`src/rtl/io_pkg.sv`:
```
// Shared definitions for the CPU IO-port UART blocks (TX now, RX later).
package io_pkg;

  localparam int IO_BYTE_W                = 8;
  localparam int UART_CLK_PER_BIT_DEFAULT = 868;  // 100 MHz / 115200 baud

  typedef enum logic [1:0] {
    IDLE  = 2'd0,
    START = 2'd1,
    DATA  = 2'd2,
    STOP  = 2'd3
  } uart_state_t;

endpackage

```
`src/rtl/sync_fifo.sv`:
```
// Single-clock FIFO with a registered ready and an occupancy count.
// Ready is computed from the next-cycle level, so it is never high while full.
// Read data is the word at the read pointer; a word written at edge N can be
// popped at edge N+1 at the earliest because pop decisions use the registered level.
module sync_fifo #(
  parameter int DW = 8,
  parameter int AW = 4
) (
  input  logic          clk,
  input  logic          rstn,
  input  logic          push,
  input  logic [DW-1:0] din,
  output logic          rdy,
  input  logic          pop,
  output logic [DW-1:0] dout,
  output logic          empty,
  output logic [AW:0]   level
);

  localparam int         DEPTH = 1 << AW;
  localparam logic [AW:0] FULL = (AW+1)'(DEPTH);

  logic [DW-1:0] mem [DEPTH];
  logic [AW-1:0] wr_ptr;
  logic [AW-1:0] rd_ptr;
  logic [AW:0]   level_next;
  logic          push_ok;
  logic          pop_ok;

  assign push_ok = push && rdy;
  assign pop_ok  = pop && !empty;
  assign empty   = (level == '0);
  assign dout    = mem[rd_ptr];

  // Occupancy after this edge; a simultaneous push and pop cancel out.
  always_comb begin
    level_next = level;
    if (push_ok && !pop_ok) begin
      level_next = level + (AW+1)'(1);
    end else if (!push_ok && pop_ok) begin
      level_next = level - (AW+1)'(1);
    end
  end

  // Pointers, level and registered ready; pointers wrap naturally at 2^AW.
  always_ff @(posedge clk) begin
    if (!rstn) begin
      wr_ptr <= '0;
      rd_ptr <= '0;
      level  <= '0;
      rdy    <= 1'b0;
    end else begin
      if (push_ok) wr_ptr <= wr_ptr + AW'(1);
      if (pop_ok)  rd_ptr <= rd_ptr + AW'(1);
      level <= level_next;
      rdy   <= (level_next != FULL);
    end
  end

  // Storage array; contents need no reset since level gates every read.
  always_ff @(posedge clk) begin
    if (push_ok) mem[wr_ptr] <= din;
  end

endmodule

```
`src/rtl/io_uart_tx.sv`:
```
// UART transmitter for the CPU output byte stream: valid/ready in, 8N1 out.
//
// state | meaning
// ------+-------------------------------------------------------------
// IDLE  | line high, waiting for a buffered byte
// START | start bit (low) for CLK_PER_BIT cycles
// DATA  | 8 data bits LSB first, CLK_PER_BIT cycles each
// STOP  | stop bit (high); chains straight into START if more data waits
module io_uart_tx
  import io_pkg::*;
#(
  parameter int CLK_PER_BIT = UART_CLK_PER_BIT_DEFAULT,
  parameter int FIFO_AW     = 4
) (
  input  logic                 clk,
  input  logic                 rstn,
  input  logic [IO_BYTE_W-1:0] io_out_data,
  input  logic                 io_out_vld,
  output logic                 io_out_rdy,
  output logic                 txd,
  output logic                 busy,
  output logic [FIFO_AW:0]     fifo_level
);

  localparam logic [15:0] BAUD_LOAD = 16'(CLK_PER_BIT - 1);

  uart_state_t          state, state_n;
  logic [15:0]          baud_cnt, baud_cnt_n;
  logic [2:0]           bit_idx, bit_idx_n;
  logic [IO_BYTE_W-1:0] shifter, shifter_n;
  logic                 txd_q, txd_n;
  logic                 pop;
  logic                 fifo_empty;
  logic [IO_BYTE_W-1:0] fifo_dout;

  sync_fifo #(
    .DW (IO_BYTE_W),
    .AW (FIFO_AW)
  ) u_fifo (
    .clk   (clk),
    .rstn  (rstn),
    .push  (io_out_vld),
    .din   (io_out_data),
    .rdy   (io_out_rdy),
    .pop   (pop),
    .dout  (fifo_dout),
    .empty (fifo_empty),
    .level (fifo_level)
  );

  assign txd  = txd_q;
  assign busy = (state != IDLE) || (fifo_level != '0);

  // Frame sequencing; txd_n is the line value for the coming cycle so the pin is registered.
  always_comb begin
    state_n    = state;
    baud_cnt_n = baud_cnt;
    bit_idx_n  = bit_idx;
    shifter_n  = shifter;
    txd_n      = txd_q;
    pop        = 1'b0;
    case (state)
      IDLE: begin
        txd_n = 1'b1;
        if (!fifo_empty) begin
          pop        = 1'b1;
          shifter_n  = fifo_dout;
          baud_cnt_n = BAUD_LOAD;
          state_n    = START;
          txd_n      = 1'b0;
        end
      end
      START: begin
        txd_n = 1'b0;
        if (baud_cnt == '0) begin
          state_n    = DATA;
          bit_idx_n  = 3'd0;
          baud_cnt_n = BAUD_LOAD;
          txd_n      = shifter[0];
        end else begin
          baud_cnt_n = baud_cnt - 16'd1;
        end
      end
      DATA: begin
        txd_n = shifter[0];
        if (baud_cnt == '0) begin
          shifter_n  = shifter >> 1;
          baud_cnt_n = BAUD_LOAD;
          if (bit_idx == 3'd7) begin
            state_n = STOP;
            txd_n   = 1'b1;
          end else begin
            bit_idx_n = bit_idx + 3'd1;
            txd_n     = shifter_n[0];
          end
        end else begin
          baud_cnt_n = baud_cnt - 16'd1;
        end
      end
      STOP: begin
        txd_n = 1'b1;
        if (baud_cnt == '0) begin
          if (!fifo_empty) begin
            pop        = 1'b1;
            shifter_n  = fifo_dout;
            baud_cnt_n = BAUD_LOAD;
            state_n    = START;
            txd_n      = 1'b0;
          end else begin
            state_n = IDLE;
          end
        end else begin
          baud_cnt_n = baud_cnt - 16'd1;
        end
      end
      default: begin
        state_n = IDLE;
        txd_n   = 1'b1;
      end
    endcase
  end

  // State register; reset aborts any frame in flight and forces the line high.
  always_ff @(posedge clk) begin
    if (!rstn) begin
      state    <= IDLE;
      baud_cnt <= '0;
      bit_idx  <= '0;
      shifter  <= '0;
      txd_q    <= 1'b1;
    end else begin
      state    <= state_n;
      baud_cnt <= baud_cnt_n;
      bit_idx  <= bit_idx_n;
      shifter  <= shifter_n;
      txd_q    <= txd_n;
    end
  end

endmodule

```
`config.mk`:
```
export PLATFORM = sky130hd
export DESIGN_NAME = io_uart_tx
export DESIGN_NICKNAME = d
export VERILOG_FILES = /design/src/rtl/io_pkg.sv /design/src/rtl/sync_fifo.sv /design/src/rtl/io_uart_tx.sv
export SDC_FILE = /design/constraint.sdc
export NUM_CORES = 1
export LEC_CHECK = 0
export ABC_AREA = 1
export BUFFER_PORTS_ARGS = -buffer_cell sky130_fd_sc_hd__buf_2
export CORE_UTILIZATION = 35
export DETAILED_ROUTE_END_ITERATION = 10
export PLACE_DENSITY = 0.58
export RECOVER_POWER = 50
export SYNTH_ARGS = -nofsm -noshare
export SYNTH_HDL_FRONTEND = slang
export SYNTH_SLANG_ARGS = --single-unit
```
`constraint.sdc`:
```
create_clock -name clk -period 2.8 [get_ports clk]
set_input_delay 0.84 -clock clk [delete_from_list [all_inputs] [get_ports clk]]
set_output_delay 0.84 -clock clk [all_outputs]
set_load 0.05 [all_outputs]
```
# Word level (Yosys, flattened, before mapping)
# Memory sizes are Yosys's and may differ from the RTL's. A register that Yosys moved wholly into a read port is not among the register bits.
# Cells that the tools add are included.
# classes
mux,34
add_sub_neg,6
n_reduce_logical,19
eq_ne,11
# ops
operator,n
2-to-1 mux 16 bit,3
case mux 16 bit (3 select lines),1
2-to-1 mux 8 bit,3
case mux 8 bit (3 select lines),1
zero test 16 bit,1
"subtractor 16 x 1 -> 16 bit, second input constant",1
"!= test 2 bit, second input constant",6
2-to-1 mux 1 bit,10
2-to-1 mux 2 bit,5
2-to-1 mux 5 bit,2
2-to-1 mux 3 bit,3
"adder 4 x 1 -> 4 bit, second input constant",2
2-to-1 mux 4 bit,2
case mux 2 bit (4 select lines),1
case mux 3 bit (2 select lines),1
"adder 5 x 1 -> 5 bit, second input constant",1
zero test 5 bit,1
"!= test 5 bit, second input constant",1
AND reduction 5 bit,1
nonzero test 5 bit,1
"subtractor 5 x 1 -> 5 bit, second input constant",1
"== test 2 bit, second input constant",2
logical AND 1 bit,4
case mux 1 bit (4 select lines),1
other kinds (12),15
# totals
wordCells,80
ramBits,128
register_bits,44
n_memories,1
output_inout_bits,8
input_bits,11
# mem_list
name,depth,width,read_ports,rd_clocked_by_memory_dff,write_ports,line_no,text
u_fifo.mem,16,8,1,1,1,sync_fifo.sv:23,logic [DW-1:0] mem [DEPTH];

# Longest topological paths before layout
# depth
depth_word,9
depth_mapped,15
ltp_nobuf,15

# Cells and area by module
# Synthesis repeated with hierarchy kept, for this count alone.
# hier_totals
cells_unflattened,801
area_unflattened_um2,8209.1
# by_module_without_submodules
mod,cells_each,n_inst,area_each_um2,seq_area_each_um2
sync_fifo,487,1,6184.7,4204.0
io_uart_tx,314,1,2024.4,600.6

# Least setup slack after synthesis
# No wires, ideal clock.
# synth_path
kind,register -> output
start,register u_fifo.level[0]
end,output busy
path_stages_with_launch,6
path_buffers,0
arrival_time_ns,1.644
required_time_ns,1.960
slack_ns,0.316
path_cell_list,dfxtp_1 inv_1 ha_1 nand2_4 nor2_8 nand2_1
# synth_via
elab_chain_cells,2
# synth_rtl
element,line_no,text
start: declaration,sync_fifo.sv:17,output logic [AW:0] level
start signal: assignment,sync_fifo.sv:55,level <= level_next;
nonzero test 5 bit,io_uart_tx.sv:52,assign busy = (state != IDLE) || (fifo_level != '0);
logical OR 1 bit,io_uart_tx.sv:52,
end: declaration,io_uart_tx.sv:21,"output logic busy,"
# Every way passes these cells.

# Worst setup path in the final report
# Same ends and word-level chain as after synthesis.

==> results.py <==
metrics = {
    "run_status": {
        "status": "completed",
    },
    "sta": {
        "post-route-min-period_ps": 2590,
        "fmax_mhz": 387,
        "setup_violations": 0,
        "worst_pin_slew_ps": 1040,
        "fin_worst_skew_ps": 12.7,
        "setup_tns_ps": 0,
        "maxSlewHeadroom_pct": 31.0,
        "rsz0062_at_grt": "no",
        "period_share_pct": 92.4,
        "timing.hold.ws_ps": 458,
        "hold_violations": 0,
        "final_max_slew_viol_count": 0,
    },
    "power": {
        "irDropWorstVdd_mv": 0.762,
        "p_per_area_mw_per_mm2": 1010,
        "p_leak_uw": 0.00312,
    },
    "yosys": {
        "syn-instance-count": 749,
        "ys_top_cells_by_area": "edfxtp_1, dfxtp_1, nor2_1",
        "synth_common_cells": "nor2_1, edfxtp_1, o21ai_0, nand2_1, dfxtp_1",
        "ys_warn_count": 0,
        "synth_top_cell_area_share_pct": 49.5,
        "ys_seq_area_share_pct": 61.9,
        "synth_area_leader_cell": "edfxtp_1",
        "ys.flop_type": "edfxtp_1",
        "synthArstFlopShare_pct": 0,
        "syn-cell-area_sq_mm": 0.00776,
        "yosysMostFrequentCell": "nor2_1",
        "ys_seq_elements": 176,
        "synth_edf_count": 128,
        "synth.avg_cell_area_sq_um": 10.4,
        "synth_cell_type_count": 46,
        "syn_nets": 777,
    },
    "grt": {
        "antenna_found_initial": 0,
        "grt_pass1_vias": 4999,
        "gr-total-overflow": 0,
        "grt_pass1_wl_microns": 27600,
        "grt.total_usage_pct": 16.3,
        "grt_max_degree": 65,
    },
    "place": {
        "place_inst": 1040,
        "port_buffers": 18,
        "post-dp-hpwl_microns": 11300,
        "gp_congestion": 0.777,
        "dpl_cell_area_sq_mm": 0.00826,
    },
    "finish": {
        "area_growth_pct": 13.8,
        "stdcell_area_sq_mm": 0.00884,
        "fillers": 2096,
        "diodes": 0,
        "fin_nets": 807,
        "fin_cells": 1072,
        "drive_gt1_share_pct": 11.0,
    },
    "route": {
        "vias": 5367,
        "wl_microns": 17500,
        "dr.pass1.iters": 5,
        "route.detailed.drc": 0,
        "drt-vias-per-instance": 5.01,
        "drt.antenna.violating_nets": 0,
        "wl_per_cell_microns": 16.4,
        "drtIter0Drc": 442,
    },
    "clock_network": {
        "cts.path.max_buffers": 2,
        "cts_tree": "done",
        "holdBufCountCts": 0,
        "worstSkewPairLatency_ps": 430,
        "cts_buffers": 17,
        "post_cts_resized": 0,
        "cts_setup_buffers": 0,
        "root_buffer": "clkbuf_16",
        "htreeDepth": 4,
        "clkTransAtPathRegs_ps": 70,
        "cts_sinks": 176,
    },
    "floorplan": {
        "die_h_microns": 151,
        "fp-row-count": 54,
        "fp.dieW_microns": 151,
        "ioPinCount": 19,
        "die_area_sq_mm": 0.0228,
        "start_util_pct": 35.7,
        "core_sq_mm": 0.0218,
    },
    "setup_path": {
        "crit_fanout": 9,
        "worstPathRequired_ps": 1960,
        "crit_arrival_ps": 1750,
        "critPathKind": "register to output port",
        "cp-end-kind": "output port",
        "startpoint_type": "register",
    },
    "min_path": {
        "hp-class": "register to register",
    },
    "run": {
        "drv_cap": 0,
    },
}
cell families (layout without fill, tap and decap cells):
| family | after synthesis | in the layout | synth area share [%] |
|---|---|---|---|
| AND/OR/NAND/NOR | 288 | 288 | 16.8 |
| XOR/XNOR | 5 | 5 | 0.564 |
| AO/OA/AOI/OAI | 176 | 176 | 13.1 |
| multiplexers | 5 | 5 | 0.645 |
| buffers and inverters | 82 | 125 | 4.25 |
| adder cells (fa/ha/maj) | 17 | 17 | 2.74 |
| flip-flops | 176 | 176 | 61.9 |
power breakdown:
| group | switching, uW | leakage, uW | internal (uW) |
|---|---|---|---|
| Clock | 1030 | 0.000295 | 1420 |
| Combinational | 2210 | 0.00128 | 1000 |
| Sequential | 191 | 0.00155 | 3040 |
| Total | 3430 | 0.00312 | 5460 |
through the flow:
stage	setup slack, ps	power, uW	utilization, %
finish	213	8890	40.6
global route	103	9470	40.6
CTS	190	8960	40.7
detailed placement	474	6500	38.0
global placement	534	6480	38.0
floorplan	316	5740	-
layout by cell type (no fill, tap or decap), types with 2 or more instances in the layout:
master,Yosys,routed
o21ai_1,2,2
nand2_4,2,2
buf_4,2,18
nand4_1,5,5
dfxtp_2,0,2
nor3b_1,2,2
nand2_8,2,2
nand2_1,73,73
inv_1,46,46
o21ai_0,85,85
clkinv_4,0,2
a31oi_1,2,2
mux2i_1,5,5
dfxtp_1,48,46
a211oi_1,4,4
inv_2,3,3
nand2_2,3,3
o211ai_1,37,37
nand3_1,33,33
or2_2,3,3
xor2_1,4,4
nor3_1,7,7
clkbuf_16,0,17
clkinv_1,3,6
nor2_2,8,8
inv_8,0,2
inv_6,0,3
nor2_1,140,140
nor2_4,2,2
ha_1,17,17
clkbuf_1,19,13
edfxtp_1,128,128
a21oi_1,36,36
bufinv_16,0,3
o22ai_1,4,4
nor4_1,2,2
buf_2,6,9
path summary, 6_finish.rpt:
path,depth (start not counted),end,slack [ps],from
worst max-delay path,6,busy,210,u_fifo.level[0]$_SDFF_PN0_
worst max register to register,8,baud_cnt[9]$_SDFF_PN0_,790,state[1]$_SDFFE_PN0P_
worst min register to register,2,bit_idx[1]$_SDFFE_PN0P_,460,bit_idx[1]$_SDFFE_PN0P_
worst min-delay path,2,bit_idx[1]$_SDFFE_PN0P_,460,bit_idx[1]$_SDFFE_PN0P_
state kept, by name, summed over array words and instances, names as in the netlist, named ones only:
| signal | cells |
|---|---|
| bit_idx | 3 |
| state | 2 |
| u_fifo.level | 5 |
| u_fifo.rd_ptr | 4 |
| u_fifo.mem | 128 |
| shifter | 8 |
| u_fifo.wr_ptr | 4 |
| u_fifo.rdy | 1 |
| baud_cnt | 16 |
| txd | 1 |
layer usage:
layer  part of all wire (%)  global-route usage, %  vias up
li1                       -                      -     2696
met1                     50                   23.1     2560
met2                     44                   24.4       93
met3                    3.6                   3.34       18
met4                    1.5                   6.00        0
met5                      0                      0        -
critical path: stages (launching register included):
cell	delay [ps]
dfxtp_1	430
inv_1	110
ha_1	240
nand2_4	100
nor2_8	60
nand2_1	120
buf_2	270
final cells by class:
type | instances | area, sq um | share of cell area, %
Clock buffer | 17 | 425 | 4.81
Clock inverter | 15 | 180 | 2.04
Inverter | 52 | 195 | 2.21
Multi-Input combinational cell | 491 | 2630 | 29.8
Sequential cell | 176 | 4810 | 54.4
Tap cell | 280 | 350 | 3.96
Timing Repair Buffer | 41 | 249 | 2.82
Note: power is estimated with default switching activity, not from simulation.
